**src/rtl/hazard_ctrl.sv**
```systemverilog
// Pipeline hazard/stall controller: per-stage bubble (hold) and flush (clear) strobes,
// data-cache miss handshake, stall-cycle counter and sticky miss-timeout flag.
module hazard_ctrl #(
    parameter int unsigned MISS_TIMEOUT = 255,
    parameter int unsigned CNT_W        = 16
) (
    input  logic             clk,
    input  logic             rst,
    input  logic [4:0]       rs1_ID,
    input  logic [4:0]       rs2_ID,
    input  logic             rs1_used_ID,
    input  logic             rs2_used_ID,
    input  logic [4:0]       rd_EX,
    input  logic             cache_read_en_EX,
    input  logic             jal_ID,
    input  logic             br_taken_EX,
    input  logic             jalr_EX,
    input  logic             cache_miss,
    input  logic             cache_ready,
    output logic             bubbleF,
    output logic             bubbleD,
    output logic             bubbleE,
    output logic             bubbleM,
    output logic             bubbleW,
    output logic             flushF,
    output logic             flushD,
    output logic             flushE,
    output logic             flushM,
    output logic             flushW,
    output logic [1:0]       state,
    output logic [CNT_W-1:0] stall_cycles,
    output logic             miss_timeout_err
);

    localparam int unsigned MW = (MISS_TIMEOUT < 2) ? 1 : $clog2(MISS_TIMEOUT + 1);

    typedef enum logic [1:0] {
        RUN  = 2'd0,
        MISS = 2'd1
    } state_t;

    state_t          state_q;
    state_t          state_d;
    logic [MW-1:0]   miss_cnt_q;
    logic [MW-1:0]   miss_cnt_d;
    logic            load_use;
    logic            redirect;
    logic            err_set;

    assign state = state_q;

    // Load in EX whose destination feeds a source operand of the ID instruction
    assign load_use = cache_read_en_EX && (rd_EX != 5'd0) &&
                      ((rs1_used_ID && (rs1_ID == rd_EX)) ||
                       (rs2_used_ID && (rs2_ID == rd_EX)));

    assign redirect = br_taken_EX || jalr_EX;

    // Next state and stage strobes; reset forces every stage register to clear
    always_comb begin
        state_d    = state_q;
        miss_cnt_d = miss_cnt_q;
        bubbleF    = 1'b0;
        bubbleD    = 1'b0;
        bubbleE    = 1'b0;
        bubbleM    = 1'b0;
        bubbleW    = 1'b0;
        flushF     = 1'b0;
        flushD     = 1'b0;
        flushE     = 1'b0;
        flushM     = 1'b0;
        flushW     = 1'b0;
        if (rst) begin
            flushF = 1'b1;
            flushD = 1'b1;
            flushE = 1'b1;
            flushM = 1'b1;
            flushW = 1'b1;
        end else begin
            case (state_q)
                RUN: begin
                    if (cache_miss) begin
                        {bubbleF, bubbleD, bubbleE, bubbleM, bubbleW} = 5'b11111;
                        state_d    = MISS;
                        miss_cnt_d = MW'(1);
                    end else if (redirect) begin
                        flushD = 1'b1;
                        flushE = 1'b1;
                    end else if (jal_ID) begin
                        flushD = 1'b1;
                    end else if (load_use) begin
                        bubbleF = 1'b1;
                        bubbleD = 1'b1;
                        flushE  = 1'b1;
                    end
                end
                MISS: begin
                    {bubbleF, bubbleD, bubbleE, bubbleM, bubbleW} = 5'b11111;
                    if (cache_ready) begin
                        state_d = RUN;
                    end else if (miss_cnt_q < MW'(MISS_TIMEOUT)) begin
                        miss_cnt_d = miss_cnt_q + MW'(1);
                    end
                end
                default: begin
                    state_d = RUN;
                end
            endcase
        end
    end

    assign err_set = (state_d == MISS) && (miss_cnt_d >= MW'(MISS_TIMEOUT));

    // State, miss counter, saturating stall counter and sticky timeout flag
    always_ff @(posedge clk or posedge rst) begin
        if (rst) begin
            state_q          <= RUN;
            miss_cnt_q       <= '0;
            stall_cycles     <= '0;
            miss_timeout_err <= 1'b0;
        end else begin
            state_q    <= state_d;
            miss_cnt_q <= miss_cnt_d;
            if (bubbleF && (stall_cycles != {CNT_W{1'b1}})) begin
                stall_cycles <= stall_cycles + CNT_W'(1);
            end
            if (err_set) begin
                miss_timeout_err <= 1'b1;
            end
        end
    end

endmodule

```
**config.mk**
```make
export PLATFORM = sky130hd
export DESIGN_NAME = hazard_ctrl
export DESIGN_NICKNAME = d
export VERILOG_FILES = /design/src/rtl/hazard_ctrl.sv
export SDC_FILE = /design/constraint.sdc
export NUM_CORES = 1
export LEC_CHECK = 0
export BUFFER_PORTS_ARGS = -buffer_cell sky130_fd_sc_hd__buf_2
export CORE_MARGIN = 8
export CORE_UTILIZATION = 50
export CTS_CLUSTER_DIAMETER = 200
export DETAILED_ROUTE_END_ITERATION = 10
export GPL_TIMING_DRIVEN = 1
export PLACE_DENSITY = 0.79
export SYNTH_ARGS = -nofsm -noshare
export SYNTH_HDL_FRONTEND = slang
export SYNTH_SLANG_ARGS = --single-unit
```
**constraint.sdc**
```tcl
create_clock -name clk -period 5.2 [get_ports clk]
set_input_delay 0.52 -clock clk [delete_from_list [all_inputs] [get_ports clk]]
set_output_delay 0.52 -clock clk [all_outputs]
set_load 0.03 [all_outputs]
```
# Word-level counts from Yosys, hierarchy flattened
# Index checks and enable logic that the tools add are counted.
[totals]
elab_cells = 51
memories = 0
register_bits = 27
mem_bits_rw = 0
latch_bits = 0
mem_bits_ro = 0
output_inout_bits = 29
[classes]
order_cmp = 2
n_div = 0
mux = 28
bitwise = 0
n_reduce_logical = 10
shift = 0
n_eq_ne = 5
mul = 0
add_sub_neg = 2
[op_table]
columns = ["operator", "count"]
rows = [
  ["2-to-1 mux 8 bit", 4],
  ["2-to-1 mux 1 bit", 17],
  ["adder 16 x 1 -> 16 bit, second input constant", 1],
  ["inequality test 16 bit, second input constant", 1],
  ["case mux 8 bit (2 select lines)", 1],
  ["equality test 5 bit", 2],
  ["adder 8 x 1 -> 8 bit, second input constant", 1],
  ["greater-or-equal comparator 8 bit, second input constant", 1],
  ["less-than comparator 8 bit, second input constant", 1],
  ["logical AND 1 bit", 6],
  ["2-to-1 mux 2 bit", 3],
  ["nonzero test 5 bit", 1],
  ["equality test 2 x 1 -> 1 bit, second input constant", 2],
  ["case mux 1 bit (2 select lines)", 2],
  ["case mux 2 bit (2 select lines)", 1],
  ["zero test 2 bit", 1],
  ["logical OR 1 bit", 2],
]

# Longest topological paths before layout
[logic_depth]
depth_word = 11
depth_mapped = 7
depth_no_buf = 7

# Worst setup path before layout
# OpenSTA, ideal clock, no wires.
[synth_path]
path_kind = "input to output"
start = "in rd_EX[1]"
end = "out bubbleF"
arrival_time_ps = 2038
stages = 7
t_required_ps = 4680
slack_ps = 2642
path_cell_list = "or4_1 -> nor2_1 -> nor3b_2 -> a41oi_4 -> buf_6 -> inv_1 -> buf_4"
[synth_between]
elab_chain_cells = 10
[synth_lines]
columns = ["item", "line_no", "source"]
rows = [
  ["start, declared", "13", "input logic [4:0] rd_EX,"],
  ["equality test 5 bit (on tied branches)", "54, 55", ""],
  ["logical AND 1 bit (on tied branches)", "54, 55", ""],
  ["logical OR 1 bit", "54", "((rs1_used_ID && (rs1_ID == rd_EX)) ||"],
  ["logical AND 1 bit (*)", "53", "assign load_use = cache_read_en_EX && (rd_EX != 5'd0) &&"],
  ["2-to-1 mux 1 bit (*) (4 in a row)", "n/a", ""],
  ["case mux 1 bit (2 select lines) (*)", "n/a", ""],
  ["2-to-1 mux 1 bit (*)", "n/a", ""],
  ["end, declared", "20", "output logic bubbleF,"],
]
# Every way passes the cells marked *; elsewhere a longest branch is shown, timed or not.

# Worst setup path after layout
[layout_path]
start = "reg state_q[0] (netlist: state[0])"
end = "out bubbleD"
[layout_between]
elab_chain_cells = 3
[layout_lines]
columns = ["item", "line_no", "source"]
rows = [
  ["start, declared", "42", "state_t state_q;"],
  ["start signal, assigned", "122", "state_q <= state_d;"],
  ["equality test 2 x 1 -> 1 bit / zero test 2 bit (equally long branches)", "80", "case (state_q)"],
  ["case mux 1 bit (2 select lines) (*)", "80", ""],
  ["2-to-1 mux 1 bit (*)", "73", "if (rst) begin"],
  ["end, declared", "21", "output logic bubbleD,"],
]
# Marked as above.

==> impl_results.md <==
- Status: finished clean
- Flop pwr share: 0.468
- First-pass GRT wire length: 6080 um
- Antenna-violating nets left: 0
- Post-synth EDFFs: 0
- DRC: 0
- Area of the multi-input gates: 936 um2
- Slew at the pin closest to its max-slew limit: 1010 ps
- Synth warn: 0
- Detailed-route wire length per cell: 14.7 um
- Final hold vios: 0
- Static Leak: 0.000940 uW
- Synthesized flop and latch total: 27
- Clock Skew: 13.7 ps
- Setup tns final: 0 ps
- Critical path type: reg2out
- Syn Inst Count: 172
- # hold bufs at CTS: 0
- Sequential fraction of the synthesis area: 0.398
- Post-synth cell types: 49
- Root Buffer: clkbuf_4
- WP data arrival: 2210 ps
- Dpl cells: 263
- Unrepaired setup endpoints after global routing: no
- Share of cells above drive strength 1: 0.326
- Worst setup SP type: flip-flop
- Initial antenna violation count: 0
- Critical path fanouts, max: 16
- Rel. slew slack: 0.322
- Final HPWL DP: 2990 um
- Max-cap violations: 0
- Pint: 384 uW
- FFs w/ async S/R, synth: 1.00
- Die X: 74.3 um
- Max VDD drop: 0.312 mV
- H-tree levels: 1
- Post-CTS setup buffer count: 0
- Area growth syn-to-layout: 17.3%
- Io pins: 54
- Most frequent cells in the layout: buf_2 (53), dfrtp_1 (27), xor2_1 (14)
- Cts repair resizes: 0
- Power per Cell Area: 340 mW/mm2
- Final min period: 2730 ps
- Initial DRC count: 57
- GR Overflow Total: 0
- Final net count: 249
- CTS Buffer Depth: 2
- Via density: 5.45
- Sink Count: 27
- Mapped Area: 0.00170 mm2
- Endpoint type of the worst setup path: primary output
- # setup viols final: 0
- CTS tree: built
- Power share of the clock group: 0.150
- Crit path cell chain: o21ai_0 > inv_2 > a41oi_4 > inv_1 > buf_2
- Die Ht: 74.3 um
- Pin count of the biggest net entering global routing: 28
- Inserted Clock Buffers: 3
- Worst-skew pair later-pin latency: 340 ps
- Core area: 0.00331 mm2
- Slowest-stage cell, CP: dfrtp_1
- Non-filler instance count after layout: 267
- Required time of the worst setup path: 4680 ps
- Slew Viols, Final: 0
- GP Congestion: 0.838
- Sw Ratio: 0.432
- Gr usage total: 0.137
- Main synth FF type: dfrtp_1
- Reg2reg start: stall_cycles[7]$_DFFE_PP0P_
- Most common cell after layout, fill and taps aside: buf_2
- Post-Syn Area per Cell: 9.87 um2
- Clock transition at path regs: 150 ps
- Sw Pwr: 292 uW
- Via count: 1454
- Max frequency: 366 MHz
- Total Wirelength: 3920 um
- Hold crit path type: in2async
- Period utilization: 0.525
- Critical Path Max Stage Delay: 550 ps
- Die footprint: 0.00552 mm2
- Cell Area, Placed: 0.00196 mm2
- Reg2Reg Depth: 6
- Initial core utilization: 0.513
- Gate power share: 0.383
- Hold_ws: 87.2 ps
- Syn_nets: 199
- Worst Setup SP: state[0]$_DFF_PP0_
- Register Area: 676 um2
- Number of global-route vias before repair: 1318
- Final Instance Area: 0.00199 mm2
- Pre-antenna DRT Iters: 4
- Fillers: 311
- Rows: 21
- Ant diodes: 0
- IO buf count: 53
[final timing paths]
| kind | end | slack, ps |
|---|---|---|
| max reg2reg | stall_cycles[1]$_DFFE_PP0P_ | 2810 |
| min | state[1]$_DFF_PP0_ | 90 |
| min in group clk | state[1]$_DFF_PP0_ | 490 |
| min reg2reg | stall_cycles[6]$_DFFE_PP0P_ | 500 |
| max | bubbleD | 2470 |
| max in group asynchronous | miss_cnt_q[6]$_DFF_PP0_ | 4570 |
[stage by stage]
stage / worst slack, ps / total power (uW) / util
6_report: 2470 / 676 / 0.602
5_1_grt: 2320 / 713 / 0.602
4_1_cts: 2460 / 681 / 0.602
3_5_place_dp: 2490 / 580 / 0.592
3_3_place_gp: 2510 / 576 / 0.592
2_1_floorplan: 2640 / 502 / -
[state kept, by name, summed over array words and instances (netlist names)]
name              flops
stall_cycles         16
miss_cnt_q            8
state                 2
miss_timeout_err      1
[layout make-up]
| type | instances | area share |
|---|---|---|
| clock buffer | 3 | 0.0113 |
| sequential | 27 | 0.339 |
| inverter | 5 | 0.00942 |
| clock inverter | 1 | 0.00440 |
| multi-input combinational | 131 | 0.470 |
| tap | 46 | 0.0289 |
| timing repair buffer | 54 | 0.137 |
[power by group through the flow]
| stage | Sequential [uW] | Clock (uW) | Combinational [uW] |
|---|---|---|---|
| final | 316 | 101 | 259 |
| after global routing | 323 | 110 | 281 |
| after CTS | 315 | 103 | 263 |
| after detailed placement | 318 | 0 | 262 |
| after global placement | 317 | 0 | 259 |
| after floorplan | 371 | 0 | 131 |
[per-layer routing]
layer  global-route usage  vias up  routed length (um)
li1                     -      717                   -
met1                0.178      685                1840
met2                0.220       46                1720
met3               0.0270        6                 313
met4               0.0457        0                  59
met5                    0        -                   0
[cell families (layout without fill, tap and decap cells)]
family | count (synthesis) | in the layout | share of synthesized area
simple gates | 76 | 76 | 0.273
flops | 27 | 27 | 0.398
compound gates | 26 | 26 | 0.120
xor+xnor | 25 | 25 | 0.129
buf+inv | 14 | 63 | 0.0508
fa+ha+maj | 2 | 2 | 0.0147
mux | 2 | 2 | 0.0147
[synth_stat cells, drive strengths merged, types with 2 or more instances]
master  count  area [um2]
a311oi      2        23.8
xor2       14         123
nor4        7        62.6
nand4       5        31.3
nor2       13        61.3
inv         5        18.8
o22ai       2        18.8
and3        3        18.8
nand2      12        45.0
a21boi      2        15.0
dfrtp      27         676
o21ai       6        30.0
buf         8        63.8
nor3        8        45.0
nand3       7        35.0
xnor2      11        96.3
nor3b       2        20.0
and2        2        12.5
nor4b       2        17.5
ha          2        25.0
and4        3        26.3
nand2b      4        25.0
nor2b       2        12.5
a21oi       6        30.0
nand4b      2        17.5
[critical path, delay by kind of cell, from the launching register on]
family	cells	cell delay, ps
DFF	1	550
AOI/OAI and AO/OA	2	900
buffers and inverters	3	420
No activity file was read; power rests on OpenSTA's default activity.
